**src/rtl/alba_control.sv**
```systemverilog
// Multi-cycle control FSM for the albaCore 16-bit CPU.
// Sequences fetch/decode/execute/memory and drives every datapath strobe and the ALU function select.
module alba_control #(
  parameter int MEM_TIMEOUT = 255
) (
  input  logic        clk,
  input  logic        reset_n,
  input  logic [15:0] ir,
  input  logic        neg,
  input  logic        zero,
  input  logic        mem_ready,
  output logic [3:0]  alu_op,
  output logic [3:0]  ra_addr,
  output logic [3:0]  rb_addr,
  output logic [3:0]  rd_addr,
  output logic        rf_we,
  output logic        wb_sel,
  output logic        ir_we,
  output logic        pc_we,
  output logic        mar_we,
  output logic        addr_sel,
  output logic        mem_req,
  output logic        mem_we,
  output logic        halted,
  output logic        fault
);

  // state     | meaning
  // S_FETCH   | instruction read at PC; on ready load IR and PC<=PC+1
  // S_DECODE  | register reads settle; halt opcode diverts to S_HALT
  // S_EXECUTE | ALU op / address calc / branch resolution
  // S_MEM     | data read or write at MAR
  // S_HALT    | halt executed, parked until reset
  // S_FAULT   | memory timeout, parked until reset
  typedef enum logic [2:0] {
    S_FETCH, S_DECODE, S_EXECUTE, S_MEM, S_HALT, S_FAULT
  } state_t;

  localparam logic [7:0] TO_LAST = 8'(MEM_TIMEOUT - 1);
  localparam bit         TO_EN   = (MEM_TIMEOUT != 0);

  state_t     state, state_nxt;
  logic [7:0] wait_cnt;
  logic [3:0] opcode;
  logic       req_active;
  logic       expire;

  assign opcode  = ir[15:12];
  assign ra_addr = ir[7:4];
  assign rb_addr = ir[3:0];
  assign rd_addr = ir[11:8];

  assign req_active = reset_n && (state == S_FETCH || state == S_MEM);
  // A ready on the last allowed cycle completes the request instead of faulting.
  assign expire     = TO_EN && req_active && !mem_ready && (wait_cnt == TO_LAST);

  always_ff @(posedge clk) begin
    if (!reset_n) begin
      state    <= S_FETCH;
      wait_cnt <= 8'd0;
    end else begin
      state <= state_nxt;
      if (!req_active || mem_ready)
        wait_cnt <= 8'd0;
      else if (wait_cnt != 8'hFF)
        wait_cnt <= wait_cnt + 8'd1;
    end
  end

  always_comb begin
    state_nxt = state;
    alu_op    = 4'd0;
    rf_we     = 1'b0;
    wb_sel    = 1'b0;
    ir_we     = 1'b0;
    pc_we     = 1'b0;
    mar_we    = 1'b0;
    addr_sel  = 1'b0;
    mem_req   = 1'b0;
    mem_we    = 1'b0;
    halted    = 1'b0;
    fault     = 1'b0;
    // Strobes are held low while reset is asserted so a request in flight drops immediately.
    if (reset_n) begin
      unique case (state)
        S_FETCH: begin
          mem_req = 1'b1;
          if (mem_ready) begin
            ir_we     = 1'b1;
            pc_we     = 1'b1;
            alu_op    = 4'd10;
            state_nxt = S_DECODE;
          end else if (expire) begin
            state_nxt = S_FAULT;
          end
        end
        S_DECODE: begin
          state_nxt = (opcode == 4'd15) ? S_HALT : S_EXECUTE;
        end
        S_EXECUTE: begin
          state_nxt = S_FETCH;
          unique case (opcode)
            4'd0, 4'd1, 4'd2, 4'd3, 4'd4, 4'd5, 4'd6, 4'd7: begin
              alu_op = opcode;
              rf_we  = 1'b1;
            end
            4'd8, 4'd9: begin
              alu_op    = opcode;
              mar_we    = 1'b1;
              state_nxt = S_MEM;
            end
            4'd10: begin
              alu_op = 4'd11;
              pc_we  = 1'b1;
            end
            4'd11: begin
              alu_op = 4'd11;
              pc_we  = zero;
            end
            4'd12: begin
              alu_op = 4'd11;
              pc_we  = neg;
            end
            4'd13: begin
              alu_op = 4'd12;
              pc_we  = 1'b1;
            end
            4'd14: begin
              alu_op = 4'd13;
              pc_we  = 1'b1;
            end
            default: state_nxt = S_HALT;
          endcase
        end
        S_MEM: begin
          mem_req  = 1'b1;
          addr_sel = 1'b1;
          mem_we   = (opcode == 4'd9);
          if (mem_ready) begin
            if (opcode == 4'd8) begin
              rf_we  = 1'b1;
              wb_sel = 1'b1;
            end
            state_nxt = S_FETCH;
          end else if (expire) begin
            state_nxt = S_FAULT;
          end
        end
        S_HALT:  halted = 1'b1;
        S_FAULT: fault  = 1'b1;
        default: state_nxt = S_FETCH;
      endcase
    end
  end

endmodule

```
**config.mk**
```make
export PLATFORM = sky130hd
export DESIGN_NAME = alba_control
export DESIGN_NICKNAME = d
export VERILOG_FILES = /design/src/rtl/alba_control.sv
export SDC_FILE = /design/constraint.sdc
export NUM_CORES = 1
export LEC_CHECK = 0
export BUFFER_PORTS_ARGS = -buffer_cell sky130_fd_sc_hd__buf_2
export CAP_MARGIN = 20
export CORE_AREA = 4 4 50 52
export CTS_CLUSTER_SIZE = 10
export DETAILED_ROUTE_END_ITERATION = 8
export DIE_AREA = 0 0 54 56
export HOLD_SLACK_MARGIN = 0.12
export PLACE_DENSITY = 0.76
export RECOVER_POWER = 100
export SKIP_CTS_REPAIR_TIMING = 1
export SYNTH_ARGS = -nofsm -noshare
export SYNTH_HDL_FRONTEND = slang
export SYNTH_SLANG_ARGS = --single-unit
```
**constraint.sdc**
```tcl
create_clock -name clk -period 1.6 [get_ports clk]
set_input_delay 0.24 -clock clk [delete_from_list [all_inputs] [get_ports clk]]
set_output_delay 0.24 -clock clk [all_outputs]
set_load 0.005 [all_outputs]
```
==> results by group, run 1 <==
Outcome
  – Run status: finished, violations left
  – Failing checks: setup timing

Pwr
  – Comb power frac: 0.218
  – Clock power frac: 0.311
  – Tot Pwr: ~610 µW
  – PwrDens: 583 nW/µm²
  – Internal power: 436 µW
  – Leakage dissipation: 0.448 nW
  – Sw frac: 0.287
  – Peak VDD IR: 408 µV
  – Seq pwr share: 0.471
  – Sw Pwr: roughly 180 µW

Critical path
  – CP Capture Type: primary output
  – CP arrival: approximately 1.5 ns
  – Setup crit start kind: flop
  – Crit path kind: reg2out
  – Crit path required time: roughly 1.4 ns
  – Critical Path Fanout Max: 6
  – R2r setup slk: 0.09 ns

Timing
  – Fin. Hold Viols: 0
  – Worst Skew: roughly 0.0013 ns
  – Worst hold slack: between 0.3 and 0.4 ns
  – Relative slew slack: 0.775
  – Unrepaired setup endpoints after global routing: true
  – Tcrit/Tclk final: 1.06
  – Period minus WS final: 1.70 ns
  – Max Slew Vio Count: 0
  – Max frequency: between 500 and 600 MHz
  – Final setup fails: 4
  – Tightest Pin Transition: around 0.34 ns
  – Final setup margin: -0.0995 ns

GRT
  – Vias in the first global route: 746
  – Overall routing resource usage: 0.125
  – Total congestion overflow: 0
  – Initial antenna violation count: 0
  – GRT busiest layer: met2
  – First-pass GRT wire length: just under 3000 µm
  – GR Util met2: 0.215
  – Largest net degree at the start of global routing: 12
  – Met1 usage: 0.143
  – Met3 Use GR: 0.0322

Die
  – Area of the die: 3020 µm²
  – Die height: 56 µm
  – Num ports: 47
  – Starting Density: 0.416
  – Rows: 17
  – Die X-Extent: about 54 µm
  – Area of the core: approximately 2100 µm²

Yosys
  – Ys async rst share: 0
  – Syn Area/Cell: 7.42 µm²
  – Most area-consuming cells after synthesis: dfxtp_1, buf_4, nor2_1
  – Synthesized Nets: between 100 and 150
  – Post-synth top area cell: dfxtp_1
  – Yosys warnings: 0
  – Seq/Total Area, Yosys: 0.251
  – Post-Synthesis Cells: around 120
  – Most common cell in the synthesized netlist: nor2_1
  – Most instantiated cells after synthesis: nor2_1, buf_4, dfxtp_1, a21oi_1, nand2_1
  – Post-Synthesis Cell Area: just under 900 µm²
  – Synth unique cells: 35
  – EDFF count, synth: 0
  – Synth top area share: 0.251
  – Synth Register Bits: 11
  – Most used DFF post-synth: dfxtp_1

Placed design
  – Placed inst area: just under 1000 µm²
  – Place WS: between 0.08 and 0.09 ns
  – DP HPWL: 1590 µm
  – Routability congestion estimate: around 0.84
  – I/O Buffers: 22

Cells and area
  – Share of layout cells above drive strength 1: 0.314
  – Antenna Cells: 0
  – Final nets: between 150 and 200
  – Synthesis-to-finish area growth: 19.7%
  – Fin area: approximately 1000 µm²
  – Fill cell count: ~220
  – Sequential cell area: between 200 and 250 µm²
  – Multi-input logic area: roughly 550 µm²

Routing
  – Final ANT Viol Nets: 0
  – Wire length per cell: about 12 µm
  – Initial drt markers: 17
  – Vias: 919
  – DRT Wirelength: between 2000 and 2500 µm
  – Length of the first detailed-routing pass in iterations: 4
  – Post-route DRC: 0
  – Via density: roughly 5.5

Clock network
  – Root Buffer Master: clkbuf_4
  – Cts bufs inserted: 3
  – CTS Sinks: 11
  – H-tree depth: 1
  – Clock transition at path regs: approximately 0.070 ns
  – CTS tree: yes
  – Clock buffer depth: 2
  – Clock latency on the worst-skew pair: 0.27 ns

Hold path
  – Worst hold path type: in2reg

Run
  – Max-cap viol count: 0
through the flow:
step                      TNS (ns)  std cells   util
after floorplan                  0        118      -
after global placement           0        161  0.465
after detailed placement         0        161  0.465
after CTS                   -0.491        165  0.478
after global routing        -0.871        168  0.498
final                       -0.190        168  0.498
worst max-delay path, cell delays in order, from the launching register on:
cell     delay, ns
dfxtp_4       0.36
nor2_1        0.27
and4_1        0.31
and2_1        0.14
buf_2         0.11
logic make-up after synthesis:
family / synth area share
and+or+nand+nor: 0.317
AOI/OAI and AO/OA: 0.214
buffers and inverters: 0.137
DFF: 0.251
xor gates and xnor gates: 0.0400
adders and majority gates: 0.0286
muxes: 0.0114
power groups by stage:
stage	combinational [mW]	clock, mW	sequential, mW
3_5_place_dp	0.127	0	0.295
2_1_floorplan	0.0975	0	0.295
4_1_cts	0.128	0.193	0.289
3_3_place_gp	0.123	0	0.295
5_1_grt	0.149	0.215	0.290
6_report	0.133	0.190	0.288
flip-flops by register name, indices dropped and copies added (netlist names):
name      count
wait_cnt      8
state         3
layer usage:
metal	vias to the layer above	share of wire	routed length [µm]
li1	456	-	-
met3	2	0.10	212
met2	39	0.50	1040
met1	422	0.39	818
met4	0	0.0081	17
met5	-	0	0
cell type report:
| class | instances | share of cell area |
|---|---|---|
| flip-flops and latches | 11 | 0.215 |
| repair buffers | 33 | 0.184 |
| clock buffers | 4 | 0.0251 |
| well taps | 28 | 0.0334 |
| inverters | 5 | 0.0179 |
| multi-input cells | 87 | 0.525 |
final timing paths:
path / to / depth (start not counted) / from
worst min-delay path: state[1]$_SDFFE_PN0N_ / 3 / mem_ready
worst max register to register: state[0]$_SDFFE_PN0N_ / 4 / state[2]$_SDFFE_PN0N_
worst min register to register: wait_cnt[7]$_SDFFE_PP0P_ / 1 / wait_cnt[7]$_SDFFE_PP0P_
worst max-delay path: mar_we / 4 / state[2]$_SDFFE_PN0N_
placed cells by master (no fill, tap or decap), types with 2 or more instances in the layout:
cell / synthesis / final
and4_1: 3 / 3
and2_1: 2 / 2
o21a_1: 2 / 2
nand2b_1: 2 / 2
a211oi_1: 3 / 3
buf_4: 12 / 11
o21ai_0: 2 / 2
a21oi_1: 10 / 10
clkbuf_4: 0 / 3
and3_1: 3 / 3
xnor2_1: 3 / 3
buf_2: 0 / 22
nor2_1: 14 / 13
dfxtp_1: 11 / 9
nand2_1: 9 / 9
inv_1: 5 / 5
nand3_1: 8 / 7
nor3_1: 4 / 4
nand4_1: 3 / 3
ha_1: 2 / 2
Note: power is estimated with default switching activity, not from simulation.
==> run 2, diff against run 1 <==
--- a/config.mk
+++ b/config.mk
@@ -14,6 +14,7 @@
 export HOLD_SLACK_MARGIN = 0.12
 export PLACE_DENSITY = 0.76
 export RECOVER_POWER = 100
+export SETUP_SLACK_MARGIN = 0.4
 export SKIP_CTS_REPAIR_TIMING = 1
 export SYNTH_ARGS = -nofsm -noshare
 export SYNTH_HDL_FRONTEND = slang
==> results by group, run 2 (same netlist as run 1, synthesis figures left out) <==
Timing
  – Worst Skew: approximately 0.00057 ns
  – Fin. Hold Viols: 0
  – Tcrit/Tclk final: 1.09
  – Worst hold slack: roughly 0.27 ns
  – Max frequency: around 570 MHz
  – Unrepaired setup endpoints after global routing: true
  – Final setup margin: -0.143 ns
  – Relative slew slack: 0.775
  – Tightest Pin Transition: approximately 0.34 ns
  – Max Slew Vio Count: 0
  – Fin Setup TNS: -0.396 ns
  – Final setup fails: 5
  – Period minus WS final: about 1.7 ns

GRT
  – Largest net degree at the start of global routing: 12
  – Initial antenna violation count: 0
  – Total congestion overflow: 0
  – Vias in the first global route: around 740
  – Overall routing resource usage: 0.132
  – First-pass GRT wire length: around 3100 µm

Critical path
  – Worst path max stage delay: between 0.3 and 0.4 ns
  – CP arrival: roughly 1.5 ns
  – Crit-path cells: or2b_1 -> nor2_4 -> nand3_2 -> o32ai_2 -> buf_2
  – Setup crit start kind: flop
  – R2r setup slk: 0.13 ns
  – Crit path kind: reg2out
  – Crit path required time: around 1.4 ns
  – Critical Path Fanout Max: 5
  – CP Capture Type: primary output
  – CP max stage cell: dfxtp_4

Routing
  – Via density: 5.44
  – Final ANT Viol Nets: 0
  – Vias: slightly above 900
  – Initial drt markers: 22
  – Wire length per cell: 12.9 µm
  – Length of the first detailed-routing pass in iterations: 4
  – Post-route DRC: 0
  – DRT Wirelength: 2190 µm

Cells and area
  – Share of layout cells above drive strength 1: 0.415
  – Synthesis-to-finish area growth: 32.0%
  – Antenna Cells: 0
  – Number of flip-flops under the largest register name: 8
  – Most frequent cells in the layout: buf_2, nor2_1, a21oi_1
  – Final nets: ~170
  – Fill cell count: approximately 190
  – Reg with most FFs: wait_cnt
  – Top Registers: wait_cnt: 8 flops, state: 3 flops
  – Multi-input logic area: just over 600 µm²
  – Most common cell after layout, fill and taps aside: buf_2
  – Sequential cell area: 236 µm²

Die
  – Die X-Extent: ~54 µm
  – Rows: 17
  – Area of the die: ~3000 µm²
  – Starting Density: 0.416
  – Area of the core: 2110 µm²
  – Die height: between 50 and 60 µm
  – Num ports: 47

Clock network
  – CTS tree: yes
  – Clock transition at path regs: approximately 0.070 ns
  – H-tree depth: 1
  – Clock buffer depth: 2
  – Cts bufs inserted: 3
  – CTS Sinks: 11
  – Clock latency on the worst-skew pair: between 0.2 and 0.3 ns
  – Root Buffer Master: clkbuf_4

Placed design
  – Routability congestion estimate: 0.808
  – I/O Buffers: 22
  – DP HPWL: roughly 1400 µm
  – Place WS: between 0.08 and 0.09 ns

Run
  – Max-cap viol count: 0

Pwr
  – Peak VDD IR: approximately 400 µV
  – Leakage dissipation: 0.480 nW
  – PwrDens: ~560 nW/µm²

Outcome
  – Run status: finished, violations left
  – Failing checks: setup timing

Hold path
  – Worst hold path type: in2reg
run 2: routing by layer:
layer,track usage,wire length (µm),up-vias
li1,-,-,461
met1,0.178,960,429
met2,0.197,1010,28
met3,0.0188,168,7
met4,0.0712,43,0
met5,0,0,-
run 2: worst paths after layout:
| path | depth (start not counted) | to | start |
|---|---|---|---|
| setup / recovery | 5 | rf_we | state[2]$_SDFFE_PN0N_ |
| hold / removal | 3 | state[0]$_SDFFE_PN0N_ | reset_n |
| setup reg to reg | 5 | wait_cnt[1]$_SDFFE_PP0P_ | state[2]$_SDFFE_PN0N_ |
| hold reg to reg | 1 | wait_cnt[7]$_SDFFE_PP0P_ | wait_cnt[7]$_SDFFE_PP0P_ |
run 2: layout make-up:
type | count | area share
Tap cell | 28 | 0.0303
Multi-Input combinational cell | 87 | 0.526
Timing Repair Buffer | 35 | 0.200
Clock buffer | 4 | 0.0227
Sequential cell | 11 | 0.205
Inverter | 5 | 0.0162
run 2: stage by stage:
stage          total power [mW]  utilization  std cells  instance area, µm²
6_report                  0.644        0.549        170                1160
5_1_grt                   0.681        0.549        170                1160
3_5_place_dp              0.416        0.459        154                 966
2_1_floorplan             0.397            -        118                 915
3_3_place_gp              0.413        0.459        154                 966
4_1_cts                   0.605        0.471        158                 992
run 2: worst max-delay path: cells and delay by family, from the launching register on:
| family | cells | cell delay [ns] |
|---|---|---|
| flops | 1 | 0.36 |
| buf+inv | 1 | 0.15 |
| simple gates | 3 | 0.51 |
| compound gates | 1 | 0.21 |
run 2: power breakdown:
part           switching, mW  internal [mW]  leakage (nW)
registers             0.0135          0.278        0.0925
logic                 0.0824         0.0766         0.373
clock network         0.0965         0.0968        0.0150
